<file path="src/rtl/sample_sched.sv">
// sample_sched: resource-shared, multi-cycle version of the sel-driven
// arithmetic kernel. One add/subtract unit and one 8x8 multiplier are
// time-multiplexed across the OP1, OP2 and FIN steps by a small FSM.
//
// Optional build macro: SAMPLE_SCHED_MULT_PIPE_EN
//   When defined, a register is placed on the multiplier output. Multiply
//   operations (sel1/sel2) then spend one extra cycle in MWAIT.
//   When undefined, the multiplier is single-cycle and MWAIT is unreachable.

module sample_sched (
  input  logic        clk,
  input  logic        rst_n,
  input  logic        start,
  input  logic [2:0]  sel,
  input  logic [7:0]  in1,
  input  logic [7:0]  in2,
  input  logic [7:0]  in3,
  output logic        busy,
  output logic        done,
  output logic [15:0] out
);

  // MWAIT only becomes reachable when the multiplier output is registered.
  typedef enum logic [2:0] {
    IDLE  = 3'd0,
    OP1   = 3'd1,
    OP2   = 3'd2,
    FIN   = 3'd3,
    MWAIT = 3'd4
  } state_t;

  localparam logic [15:0] CONST_X = 16'd10;

  state_t      state_q, state_d;
  logic [2:0]  sel_q, sel_d;
  logic [7:0]  in1_q, in1_d;
  logic [7:0]  in2_q, in2_d;
  logic [7:0]  in3_q, in3_d;
  logic [15:0] tmp_q, tmp_d;
  logic [15:0] y_q, y_d;
  logic [15:0] out_q, out_d;
  logic        done_q, done_d;
  logic        busy_q, busy_d;
`ifdef SAMPLE_SCHED_MULT_PIPE_EN
  logic [15:0] mult_q, mult_d;
`endif

  // Operation decode of the captured select code.
  logic op1IsMul;
  logic op1IsSub;
  logic op2IsSub;
  logic op2UsesIn1;

  // Shared arithmetic resources and their operand steering.
  logic [15:0] addA;
  logic [15:0] addB;
  logic        addSub;
  logic [15:0] addRes;
  logic [7:0]  mulA;
  logic [7:0]  mulB;
  logic [15:0] mulRes;

  // Decode which flavour of OP1/OP2 the captured sel requests.
  always_comb begin
    op1IsMul   = 1'b0;
    op1IsSub   = 1'b0;
    op2IsSub   = 1'b0;
    op2UsesIn1 = 1'b0;
    case (sel_q)
      3'd0: begin
        op1IsMul = 1'b0;
        op2IsSub = 1'b0;
      end
      3'd1: begin
        op1IsMul   = 1'b1;
        op2UsesIn1 = 1'b1;
      end
      3'd2: begin
        op1IsMul = 1'b1;
      end
      3'd3: begin
        op1IsSub = 1'b1;
        op2IsSub = 1'b1;
      end
      3'd4: begin
        op1IsSub = 1'b1;
      end
      default: begin
        op2IsSub = 1'b1;
      end
    endcase
  end

  // The single add/subtract unit, modulo 2^16.
  always_comb begin
    if (addSub) begin
      addRes = addA - addB;
    end else begin
      addRes = addA + addB;
    end
  end

  // The single 8x8 multiplier producing a full 16-bit product.
  always_comb begin
    mulRes = 16'(mulA) * 16'(mulB);
  end

  // Next-state logic plus operand steering for the shared units.
  always_comb begin
    state_d = state_q;
    sel_d   = sel_q;
    in1_d   = in1_q;
    in2_d   = in2_q;
    in3_d   = in3_q;
    tmp_d   = tmp_q;
    y_d     = y_q;
    out_d   = out_q;
    done_d  = 1'b0;
    busy_d  = busy_q;
`ifdef SAMPLE_SCHED_MULT_PIPE_EN
    mult_d  = mult_q;
`endif
    addA    = 16'd0;
    addB    = 16'd0;
    addSub  = 1'b0;
    mulA    = 8'd0;
    mulB    = 8'd0;

    case (state_q)
      IDLE: begin
        if (start) begin
          sel_d   = sel;
          in1_d   = in1;
          in2_d   = in2;
          in3_d   = in3;
          busy_d  = 1'b1;
          state_d = OP1;
        end
      end

      OP1: begin
        if (op1IsMul) begin
          // sel1 multiplies in2*in3, sel2 multiplies in1*in2.
          if (sel_q == 3'd1) begin
            mulA = in2_q;
            mulB = in3_q;
          end else begin
            mulA = in1_q;
            mulB = in2_q;
          end
`ifdef SAMPLE_SCHED_MULT_PIPE_EN
          mult_d  = mulRes;
          state_d = MWAIT;
`else
          tmp_d   = mulRes;
          state_d = OP2;
`endif
        end else begin
          // 9-bit add/sub: keep the low 9 bits, zero-extend to 16.
          addA    = {8'd0, in1_q};
          addB    = {8'd0, in2_q};
          addSub  = op1IsSub;
          tmp_d   = {7'd0, addRes[8:0]};
          state_d = OP2;
        end
      end

`ifdef SAMPLE_SCHED_MULT_PIPE_EN
      MWAIT: begin
        tmp_d   = mult_q;
        state_d = OP2;
      end
`endif

      OP2: begin
        addA    = tmp_q;
        addB    = op2UsesIn1 ? {8'd0, in1_q} : {8'd0, in3_q};
        addSub  = op2IsSub;
        y_d     = addRes;
        state_d = FIN;
      end

      FIN: begin
        addA    = CONST_X;
        addB    = y_q;
        addSub  = 1'b0;
        out_d   = addRes;
        done_d  = 1'b1;
        busy_d  = 1'b0;
        state_d = IDLE;
      end

      default: begin
        busy_d  = 1'b0;
        state_d = IDLE;
      end
    endcase
  end

  // State register; reset drops any in-flight transaction.
  always_ff @(posedge clk) begin
    if (!rst_n) begin
      state_q <= IDLE;
    end else begin
      state_q <= state_d;
    end
  end

  // Datapath and output registers, cleared by reset.
  always_ff @(posedge clk) begin
    if (!rst_n) begin
      sel_q  <= 3'd0;
      in1_q  <= 8'd0;
      in2_q  <= 8'd0;
      in3_q  <= 8'd0;
      tmp_q  <= 16'd0;
      y_q    <= 16'd0;
      out_q  <= 16'd0;
      done_q <= 1'b0;
      busy_q <= 1'b0;
    end else begin
      sel_q  <= sel_d;
      in1_q  <= in1_d;
      in2_q  <= in2_d;
      in3_q  <= in3_d;
      tmp_q  <= tmp_d;
      y_q    <= y_d;
      out_q  <= out_d;
      done_q <= done_d;
      busy_q <= busy_d;
    end
  end

`ifdef SAMPLE_SCHED_MULT_PIPE_EN
  // Pipeline register on the multiplier output.
  always_ff @(posedge clk) begin
    if (!rst_n) begin
      mult_q <= 16'd0;
    end else begin
      mult_q <= mult_d;
    end
  end
`endif

  assign busy = busy_q;
  assign done = done_q;
  assign out  = out_q;

endmodule

</file>
<file path="config.mk">
export PLATFORM = sky130hd
export DESIGN_NAME = sample_sched
export DESIGN_NICKNAME = d
export VERILOG_FILES = /design/src/rtl/sample_sched.sv
export SDC_FILE = /design/constraint.sdc
export NUM_CORES = 1
export LEC_CHECK = 0
export BUFFER_PORTS_ARGS = -buffer_cell sky130_fd_sc_hd__buf_2
export CAP_MARGIN = 0
export CORE_MARGIN = 4
export CORE_UTILIZATION = 50
export CTS_CLUSTER_SIZE = 8
export DETAILED_ROUTE_END_ITERATION = 8
export PLACE_DENSITY = 0.79
export SLEW_MARGIN = 20
export SYNTH_ARGS = -nofsm -noshare
export SYNTH_HDL_FRONTEND = slang
export SYNTH_SLANG_ARGS = --single-unit
</file>
<file path="constraint.sdc">
create_clock -name clk -period 5.8 [get_ports clk]
set_input_delay 1.16 -clock clk [delete_from_list [all_inputs] [get_ports clk]]
set_output_delay 1.16 -clock clk [all_outputs]
set_load 0.1 [all_outputs]
</file>
==> results.json, run 1 <==
{
  "synth_area_leaders": "dfxtp_1 23%, fa_1 11%, ha_1 10%, nor2_1 5.9%, nand2_1 5.7%",
  "mappedNetlistNets": 993,
  "synth_area_per_cell_um2": 7.89,
  "holdWs_ps": 464,
  "route.antenna.remaining_nets": 0,
  "synth_cell_types": 66,
  "synth_edf_count": 0,
  "dp_hpwl_mm": 13.7,
  "initial_utilization_pct": 51.5,
  "fin_cells": 1093,
  "dp.cells": 1076,
  "crit_path_cell_trace": "nor3b_4 -> buf_4 -> mux2i_1 -> nand2b_1 -> nor2_1 -> fa_1 -> fa_1 -> fa_1 -> inv_1 -> fa_1 -> inv_1 -> ha_1 -> a21oi_1 -> a211oi_1 -> nor3_2 -> o21a_1 -> a311o_1",
  "clk_latency_ps": 340,
  "layout_commonest_cell": "nor2_1",
  "tightest_slew_ps": 918,
  "fillers": 1221,
  "place_congestion": 0.950,
  "arrival_ps": 5740,
  "synth_largest_area_cell": "dfxtp_1",
  "boundaryPins": 48,
  "yosys_warnings": 0,
  "fin_skew_ps": 5.93,
  "setup_violations": 0,
  "layout_common_cells": "108 x nor2_1, 105 x nand2_1, 79 x dfxtp_1",
  "finalCritPeriodShare_pct": 94.9,
  "drive_above_1_share_pct": 12.1,
  "critical-path-top-delay-family": "adder cells",
  "power.density_nw_per_um2": 278,
  "grt_start_max_net_pins": 64,
  "htree_levels": 3,
  "fin_crit_ps": 5500,
  "die_x_um": 125,
  "grt_pass1_wl_mm": 29.8,
  "cts-root-buf": "clkbuf_16",
  "grt_pass1_vias": 6101,
  "hold_viol_final": 0,
  "ir_drop_v": 0.000227,
  "seq_area_frac_synth_pct": 23.0,
  "drcViolationCount": 0,
  "status": "completed",
  "via_per_inst": 5.82,
  "synth_flop_cell": "dfxtp_1",
  "worstHoldPathType": "flop to flop",
  "dr.first_iter.drc_count": 538,
  "critPathBufInv": 3,
  "maxSlewHeadroom_pct": 38.6,
  "finalSetupTns_ps": 0,
  "row_count": 42,
  "track_usage_pct": 22.8,
  "die_y_um": 125,
  "fin_nets": 1035,
  "max_freq_mhz": 182,
  "wl_mm": 17.7,
  "async_flop_share_pct": 0,
  "clockBufferDepth": 2,
  "synth-seq-cells": 79,
  "core-area_um2": 13300,
  "synth_top_area_share_pct": 23.0,
  "cp.required_ps": 6030,
  "holdBufCountCts": 0,
  "avgRoutedWirePerCell_um": 16.2,
  "multi_input_area_um2": 4870,
  "die_area_um2": 15700,
  "critPathMostFrequentCell": "fa_1",
  "worstPathMaxFanout": 7,
  "cp_slowest_cell": "fa_1",
  "synthCells": 870,
  "utilization_pct": 57.9,
  "place.port_buffers": 47,
  "cts_tree": "yes",
  "leakagePower_nw": 3.23,
  "endpoint_kind": "flop",
  "cpPeakStageDelay_ps": 550,
  "maxCapViolCount": 0,
  "syn-cell-area_um2": 6870,
  "antenna_found_initial": 0,
  "start_kind": "flop",
  "grt-ovfl-total": 0,
  "path_class": "flop to flop",
  "cts_buffers": 9,
  "dr.pass1.iters": 5,
  "seq_area_um2": 1580,
  "synthToLayoutAreaGrowth_pct": 12.6,
  "diodes": 0,
  "vias": 6366,
  "cts.sinks": 79,
  "path_clk_slew_ps": 60,
  "slew_violations": 0
}
## routing by layer
layer	GRT usage, %	part of all wire [%]
met2	36.6	46
met3	4.99	7.0
met5	0	0
met1	30.3	44
met4	7.97	2.7
## per-stage QoR
step	setup WS, ps	cell area [µm²]	power (mW)
2_1_floorplan	372	6870	1.24
3_3_place_gp	314	7320	1.41
3_5_place_dp	153	7320	1.42
4_1_cts	136	7700	2.14
5_1_grt	-31.9	7730	2.26
6_report	296	7730	2.15
## worst register-to-register path: stages (launching register included)
cell and delay, ps:
dfxtp_1 420, nor3b_4 370, buf_4 240, mux2i_1 480
nand2b_1 220, nor2_1 90, fa_1 530, fa_1 520
fa_1 550, inv_1 50, fa_1 530, inv_1 40
ha_1 340, a21oi_1 100, a211oi_1 340, nor3_2 100
o21a_1 190, a311o_1 300
## power by group
| part | total, mW | internal [mW] | switching (mW) |
|---|---|---|---|
| Combinational | 0.778 | 0.282 | 0.496 |
| Sequential | 0.651 | 0.597 | 0.0536 |
| Clock | 0.719 | 0.488 | 0.231 |
## synthesized netlist by cell type, types with 6 or more instances
cell type and number:
o21a_1 7, dfxtp_1 79, a21o_1 9, o31ai_1 7, o211ai_1 6, and2_1 12
a21oi_1 62, or3_1 17, a22o_1 7, o21ai_0 31, nand2b_1 15, ha_1 56
nand2_1 105, clkbuf_1 31, nor2_1 108, fa_1 37, inv_1 73, a211oi_1 12
xnor2_1 15, nand3b_1 8, nor2b_1 10, xor2_1 8, a31oi_1 7, nor3_1 21
nand3_1 21, mux2i_1 25
## flip-flops by register name, indices dropped and copies added, names as in the netlist
name	count
tmp_q	16
in3_q	8
in1_q	8
y_q	16
in2_q	8
busy	1
out	16
state_q	2
sel_q	3
done	1
## area by class of cell
class	instances	share of cell area (%)
timing repair buffer	68	5.08
tap	176	2.85
multi-input combinational	678	63.0
sequential	79	20.4
clock buffer	11	3.27
clock inverter	5	1.65
inverter	76	3.70
## worst paths after layout
kind	cells past startpoint	startpoint	endpoint	slack (ps)
worst max-delay path	17	sel_q[0]$_SDFFE_PN0P_	tmp_q[15]$_SDFFE_PN0P_	300
worst min-delay path	2	out[6]$_SDFFE_PN0P_	out[6]$_SDFFE_PN0P_	460
worst max register to register	17	sel_q[0]$_SDFFE_PN0P_	tmp_q[15]$_SDFFE_PN0P_	300
worst min register to register	2	out[6]$_SDFFE_PN0P_	out[6]$_SDFFE_PN0P_	460
## repair_timing
| action | CTS | global route |
|---|---|---|
| buffers inserted | 0 | 1 |
| setup endpoints to repair | 0 | 3 |
| resized for setup | 0 | 7 |
## logic make-up (layout without fill, tap and decap cells)
| kind of cell | after synthesis | in the layout | share of synthesized area [%] |
|---|---|---|---|
| buf+inv | 113 | 160 | 6.41 |
| xor+xnor | 23 | 23 | 2.93 |
| mux | 28 | 28 | 4.14 |
| compound gates | 196 | 196 | 19.6 |
| simple gates | 338 | 338 | 22.9 |
| fa+ha+maj | 93 | 93 | 21.0 |
| flops | 79 | 79 | 23.0 |
Note: power is estimated with default switching activity, not from simulation.
==> inputs of run 2 (changes only) <==
--- a/config.mk
+++ b/config.mk
@@ -5,13 +5,14 @@
 export SDC_FILE = /design/constraint.sdc
 export NUM_CORES = 1
 export LEC_CHECK = 0
-export BUFFER_PORTS_ARGS = -buffer_cell sky130_fd_sc_hd__buf_2
+export BUFFER_PORTS_ARGS = -buffer_cell sky130_fd_sc_hd__buf_4
 export CAP_MARGIN = 0
 export CORE_MARGIN = 4
 export CORE_UTILIZATION = 50
 export CTS_CLUSTER_SIZE = 8
 export DETAILED_ROUTE_END_ITERATION = 8
-export PLACE_DENSITY = 0.79
+export PLACE_DENSITY = 0.76
+export REMOVE_ABC_BUFFERS = 1
 export SLEW_MARGIN = 20
 export SYNTH_ARGS = -nofsm -noshare
 export SYNTH_HDL_FRONTEND = slang
==> constraint.sdc (replaced) <==
create_clock -name clk -period 6.32 [get_ports clk]
set_input_delay 1.264 -clock clk [delete_from_list [all_inputs] [get_ports clk]]
set_output_delay 1.264 -clock clk [all_outputs]
set_load 0.1 [all_outputs]
==> run 2 against run 1 <==
  * Core utilization down 0.26 points
  * Sequential share of layout area up 0.093 points
  * Cell count down 1.0%
  * Design area down 0.45%
  * Non-clock buffer count down 10
  * Register-to-register slack better by 410 ps
  * Die area unchanged
  * Critical path type unchanged
  * Critical endpoint unchanged
  * Largest power group unchanged
==> results.json, run 2 (synthesized netlist as in run 1, its figures left out) <==
{
  "worstPathMaxFanout": 13,
  "arrival_ps": 5850,
  "grt_pass1_vias": 6146,
  "die_y_um": 125,
  "timing.final.ws_setup_ps": 704,
  "diodes": 0,
  "track_usage_pct": 23.6,
  "clk_latency_ps": 350,
  "cts-root-buf": "clkbuf_16",
  "layout_common_cells": "108 x nor2_1, 105 x nand2_1, 79 x dfxtp_1",
  "worstReg2RegEnd": "tmp_q[15]$_SDFFE_PN0P_",
  "via_per_inst": 5.76,
  "cts_resized": 0,
  "worstHoldPathType": "flop to flop",
  "p_comb_share_pct": 38.4,
  "start_kind": "flop",
  "critPathMostFrequentCell": "fa_1",
  "status": "completed",
  "power.density_nw_per_um2": 244,
  "cts_tree": "yes",
  "cts.sinks": 79,
  "synthToLayoutAreaGrowth_pct": 12.1,
  "place_congestion": 0.968,
  "netSwitchingPower_uw": 725,
  "sw_frac_of_total_pct": 38.6,
  "min_path_cells": 2,
  "htree_levels": 3,
  "die_x_um": 125,
  "dr.first_iter.drc_count": 579,
  "path_clk_slew_ps": 60,
  "pre_cts_ws_ps": 722,
  "dr.pass1.iters": 5,
  "grt-ovfl-total": 0,
  "maxCapViolCount": 0,
  "hold_viol_final": 0,
  "boundaryPins": 48,
  "fin_crit_ps": 5620,
  "r2r_cells": 18,
  "maxSlewHeadroom_pct": 30.2,
  "tightest_slew_ps": 1040,
  "ir_drop_v": 0.000178,
  "place.port_buffers": 47,
  "row_count": 42,
  "antenna_found_initial": 0,
  "layout_commonest_cell": "nor2_1",
  "endpoint_kind": "flop",
  "grt_pass1_wl_mm": 30.3,
  "fin_nets": 1025,
  "setup_violations": 0,
  "r2r-start": "sel_q[1]$_SDFFE_PN0P_",
  "avgRoutedWirePerCell_um": 16.5,
  "slew_violations": 0,
  "die_area_um2": 15700,
  "crit_path_cell_trace": "xnor2_1 -> nor2_1 -> and2_1 -> nand2_1 -> nor2_1 -> fa_1 -> fa_1 -> fa_1 -> inv_1 -> fa_1 -> inv_1 -> ha_1 -> or2_2 -> a21oi_1 -> a211oi_1 -> nor3_1 -> nor2_1 -> a311o_1",
  "core-area_um2": 13300,
  "clockBufferDepth": 2,
  "fillers": 1260,
  "post_cts_buffers": 0,
  "drcViolationCount": 0,
  "clock_power_share_pct": 29.9,
  "leakagePower_nw": 3.17,
  "wl_mm": 17.9,
  "holdBufCountCts": 0,
  "p_seq_share_pct": 31.7,
  "drive_above_1_share_pct": 10.4,
  "route.antenna.remaining_nets": 0,
  "finalCritPeriodShare_pct": 88.9,
  "cp.required_ps": 6560,
  "holdPathEnd": "tmp_q[11]$_SDFFE_PN0P_",
  "critPathBufInv": 2,
  "startpoint": "sel_q[1]$_SDFFE_PN0P_",
  "r2r_slack_ps": 700,
  "critical-path-top-delay-family": "adder cells",
  "finalSetupTns_ps": 0,
  "min_from": "tmp_q[11]$_SDFFE_PN0P_",
  "multi_input_area_um2": 4850,
  "fin_skew_ps": 8.26,
  "holdWs_ps": 471,
  "cpPeakStageDelay_ps": 540,
  "grt_setup_unrepaired": "no",
  "fin_total_pwr_mw": 1.88,
  "max_freq_mhz": 178,
  "initial_utilization_pct": 51.5,
  "grt_start_max_net_pins": 64,
  "path_class": "flop to flop",
  "p_int_mw": 1.15,
  "cp_slowest_cell": "fa_1",
  "vias": 6228,
  "seq_area_um2": 1580,
  "dp_hpwl_mm": 13.6,
  "cts_buffers": 9
}
-- run 2: layer usage --
metal | up-vias | wire [µm] | global-route usage, %
li1 | 3070 | - | -
met1 | 2930 | 8040 | 31.6
met2 | 190 | 8480 | 39.1
met3 | 38 | 900 | 4.14
met4 | 0 | 471 | 7.33
met5 | - | 0 | 0
-- run 2: layout make-up --
class                      instances  area share (%)
timing repair buffer              58            5.82
sequential                        79            20.5
multi-input combinational        678            63.0
inverter                          76            3.70
clock buffer                       9            2.92
tap                              176            2.86
clock inverter                     6            1.12
-- run 2: worst max-delay path by stage --
stage	endpoint	slack, ps	depth (start not counted)
global route	tmp_q[15]$_SDFFE_PN0P_	150	18
finish	tmp_q[15]$_SDFFE_PN0P_	700	18
floorplan	tmp_q[15]$_SDFFE_PN0P_	20	16
detailed placement	tmp_q[15]$_SDFFE_PN0P_	720	18
global placement	tmp_q[15]$_SDFFE_PN0P_	800	17
CTS	tmp_q[15]$_SDFFE_PN0P_	710	18
-- run 2: power by group through the flow --
stage	sequential, mW	clock, mW	combinational, mW
floorplan	0.634	0	0.488
global placement	0.602	0	0.707
CTS	0.593	0.573	0.717
detailed placement	0.603	0	0.712
finish	0.595	0.561	0.721
global route	0.601	0.590	0.800
-- run 2: worst min-delay path: stages (launching register included) --
cell and delay, ps:
dfxtp_1 310, nand2b_1 60, a21oi_1 50
-- run 2: through the flow --
step / util (%) / instances / instance area (µm²)
global placement: 55.3 / 1067 / 7390
CTS: 57.7 / 1082 / 7700
finish: 57.7 / 1082 / 7700
global route: 57.7 / 1082 / 7700
detailed placement: 55.3 / 1067 / 7390
floorplan: - / 833 / 6710
==> inputs of run 3 (changes only) <==
--- a/config.mk
+++ b/config.mk
@@ -9,6 +9,7 @@
 export CAP_MARGIN = 0
 export CORE_MARGIN = 4
 export CORE_UTILIZATION = 50
+export CTS_BUF_LIST = sky130_fd_sc_hd__clkbuf_2 sky130_fd_sc_hd__clkbuf_4 sky130_fd_sc_hd__clkbuf_8
 export CTS_CLUSTER_SIZE = 8
 export DETAILED_ROUTE_END_ITERATION = 8
 export PLACE_DENSITY = 0.76
==> run 3 against run 2 <==
  * First-iteration DRC count down 9.0%
  * Core utilization down 0.76 points
  * Routed wire length down 0.93%
  * Cell count unchanged
  * Sequential power about the same
  * Combinational power about the same
  * Critical path depth unchanged
  * Critical path type unchanged
  * Critical endpoint unchanged
  * Largest cell class unchanged
==> results.json, run 3 (synthesized netlist as in run 1, its figures left out) <==
{
  "maxCapViolCount": 0,
  "cp.required_ps": 6590,
  "cp_slowest_cell": "fa_1",
  "synthToLayoutAreaGrowth_pct": 10.6,
  "fillers": 1281,
  "grt_pass1_vias": 6084,
  "layout_common_cells": "108 x nor2_1, 105 x nand2_1, 79 x dfxtp_1",
  "finalCritPeriodShare_pct": 88.9,
  "cts_buffers": 9,
  "cts_resized": 0,
  "initial_utilization_pct": 51.5,
  "cts_tree": "yes",
  "antenna_found_initial": 0,
  "track_usage_pct": 23.5,
  "via_per_inst": 5.73,
  "vias": 6197,
  "arrival_ps": 5890,
  "dr.first_iter.drc_count": 527,
  "cts-root-buf": "clkbuf_8",
  "drcViolationCount": 0,
  "clk_latency_ps": 370,
  "leakagePower_nw": 3.13,
  "grt-ovfl-total": 0,
  "place.port_buffers": 47,
  "dr.pass1.iters": 5,
  "core-area_um2": 13300,
  "die_area_um2": 15700,
  "layout_commonest_cell": "nor2_1",
  "path_clk_slew_ps": 90,
  "grt_start_max_net_pins": 64,
  "path_class": "flop to flop",
  "tightest_slew_ps": 1060,
  "crit_path_cell_trace": "xnor2_1 -> nor2_1 -> and2_1 -> nand2_1 -> nor2_1 -> fa_1 -> fa_1 -> fa_1 -> inv_1 -> fa_1 -> inv_1 -> ha_1 -> or2_2 -> a21oi_1 -> a211oi_1 -> nor3_1 -> nor2_1 -> a311o_1",
  "htree_levels": 3,
  "drive_above_1_share_pct": 10.4,
  "power.density_nw_per_um2": 228,
  "hold_viol_final": 0,
  "worstHoldPathType": "flop to flop",
  "critPathMostFrequentCell": "fa_1",
  "start_kind": "flop",
  "diodes": 0,
  "status": "completed",
  "fin_skew_ps": 14.6,
  "avgRoutedWirePerCell_um": 16.4,
  "die_y_um": 125,
  "boundaryPins": 48,
  "setup_violations": 0,
  "row_count": 42,
  "final_cell_area_um2": 7600,
  "placed_area_um2": 7390,
  "clockBufferDepth": 2,
  "critPathBufInv": 2,
  "die_x_um": 125,
  "critical-path-top-delay-family": "adder cells",
  "cts.sinks": 79,
  "maxSlewHeadroom_pct": 29.4,
  "holdBufCountCts": 0,
  "grt_setup_unrepaired": "no",
  "fin_nets": 1025,
  "fin_total_pwr_mw": 1.73,
  "wl_mm": 17.7,
  "max_freq_mhz": 178,
  "slew_violations": 0,
  "cpPeakStageDelay_ps": 540,
  "endpoint_kind": "flop",
  "multi_input_area_um2": 4850,
  "ir_drop_v": 0.000136,
  "dp_hpwl_mm": 13.6,
  "place_congestion": 0.968,
  "fin_crit_ps": 5620,
  "post_cts_buffers": 0,
  "seq_area_um2": 1580,
  "finalSetupTns_ps": 0,
  "grt_pass1_wl_mm": 30.1,
  "route.antenna.remaining_nets": 0,
  "worstPathMaxFanout": 13
}
[run 3: cell count changes in the layout (fill, tap and decap cells not counted)]
cell and change:
clkbuf_16 -9, clkbuf_8 +9
[run 3: tightest hold or removal path, stage by stage (launching register included)]
cell      delay, ps
dfxtp_1         310
nand2b_1         60
a21oi_1          50
[run 3: final timing paths]
path                                        startpoint  slack [ps]                      to  cells after the start
worst max register to register   sel_q[1]$_SDFFE_PN0P_         700  tmp_q[15]$_SDFFE_PN0P_                     18
worst min-delay path            tmp_q[11]$_SDFFE_PN0P_         470  tmp_q[11]$_SDFFE_PN0P_                      2
worst max-delay path             sel_q[1]$_SDFFE_PN0P_         700  tmp_q[15]$_SDFFE_PN0P_                     18
worst min register to register  tmp_q[11]$_SDFFE_PN0P_         470  tmp_q[11]$_SDFFE_PN0P_                      2
[run 3: metrics by stage]
stage	setup slack [ps]	std cells	hold WS, ps	util, %
floorplan	16.0	833	442	-
global placement	798	1067	456	55.3
detailed placement	722	1067	459	55.3
CTS	710	1082	473	56.9
global route	152	1082	496	56.9
finish	699	1082	473	56.9
[run 3: layout make-up]
type                    instances  share of cell area (%)
multi-input cells             678                    63.9
inverters                      76                    3.75
clock buffers                   9                    1.63
repair buffers                 58                    5.89
flip-flops and latches         79                    20.8
clock inverters                 6                    1.14
well taps                     176                    2.90
[run 3: power by group]
part	switching (mW)	leakage, nW	internal, mW
sequential	0.0461	0.643	0.547
clock	0.199	0.105	0.219
combinational	0.458	2.38	0.261
[run 3: per-layer routing]
metal	share of wire [%]	global-route usage [%]	wire length, µm
met5	0	0	0
met4	2.2	6.76	393
met1	44	31.6	7880
met3	5.9	4.01	1050
met2	47	39.1	8390
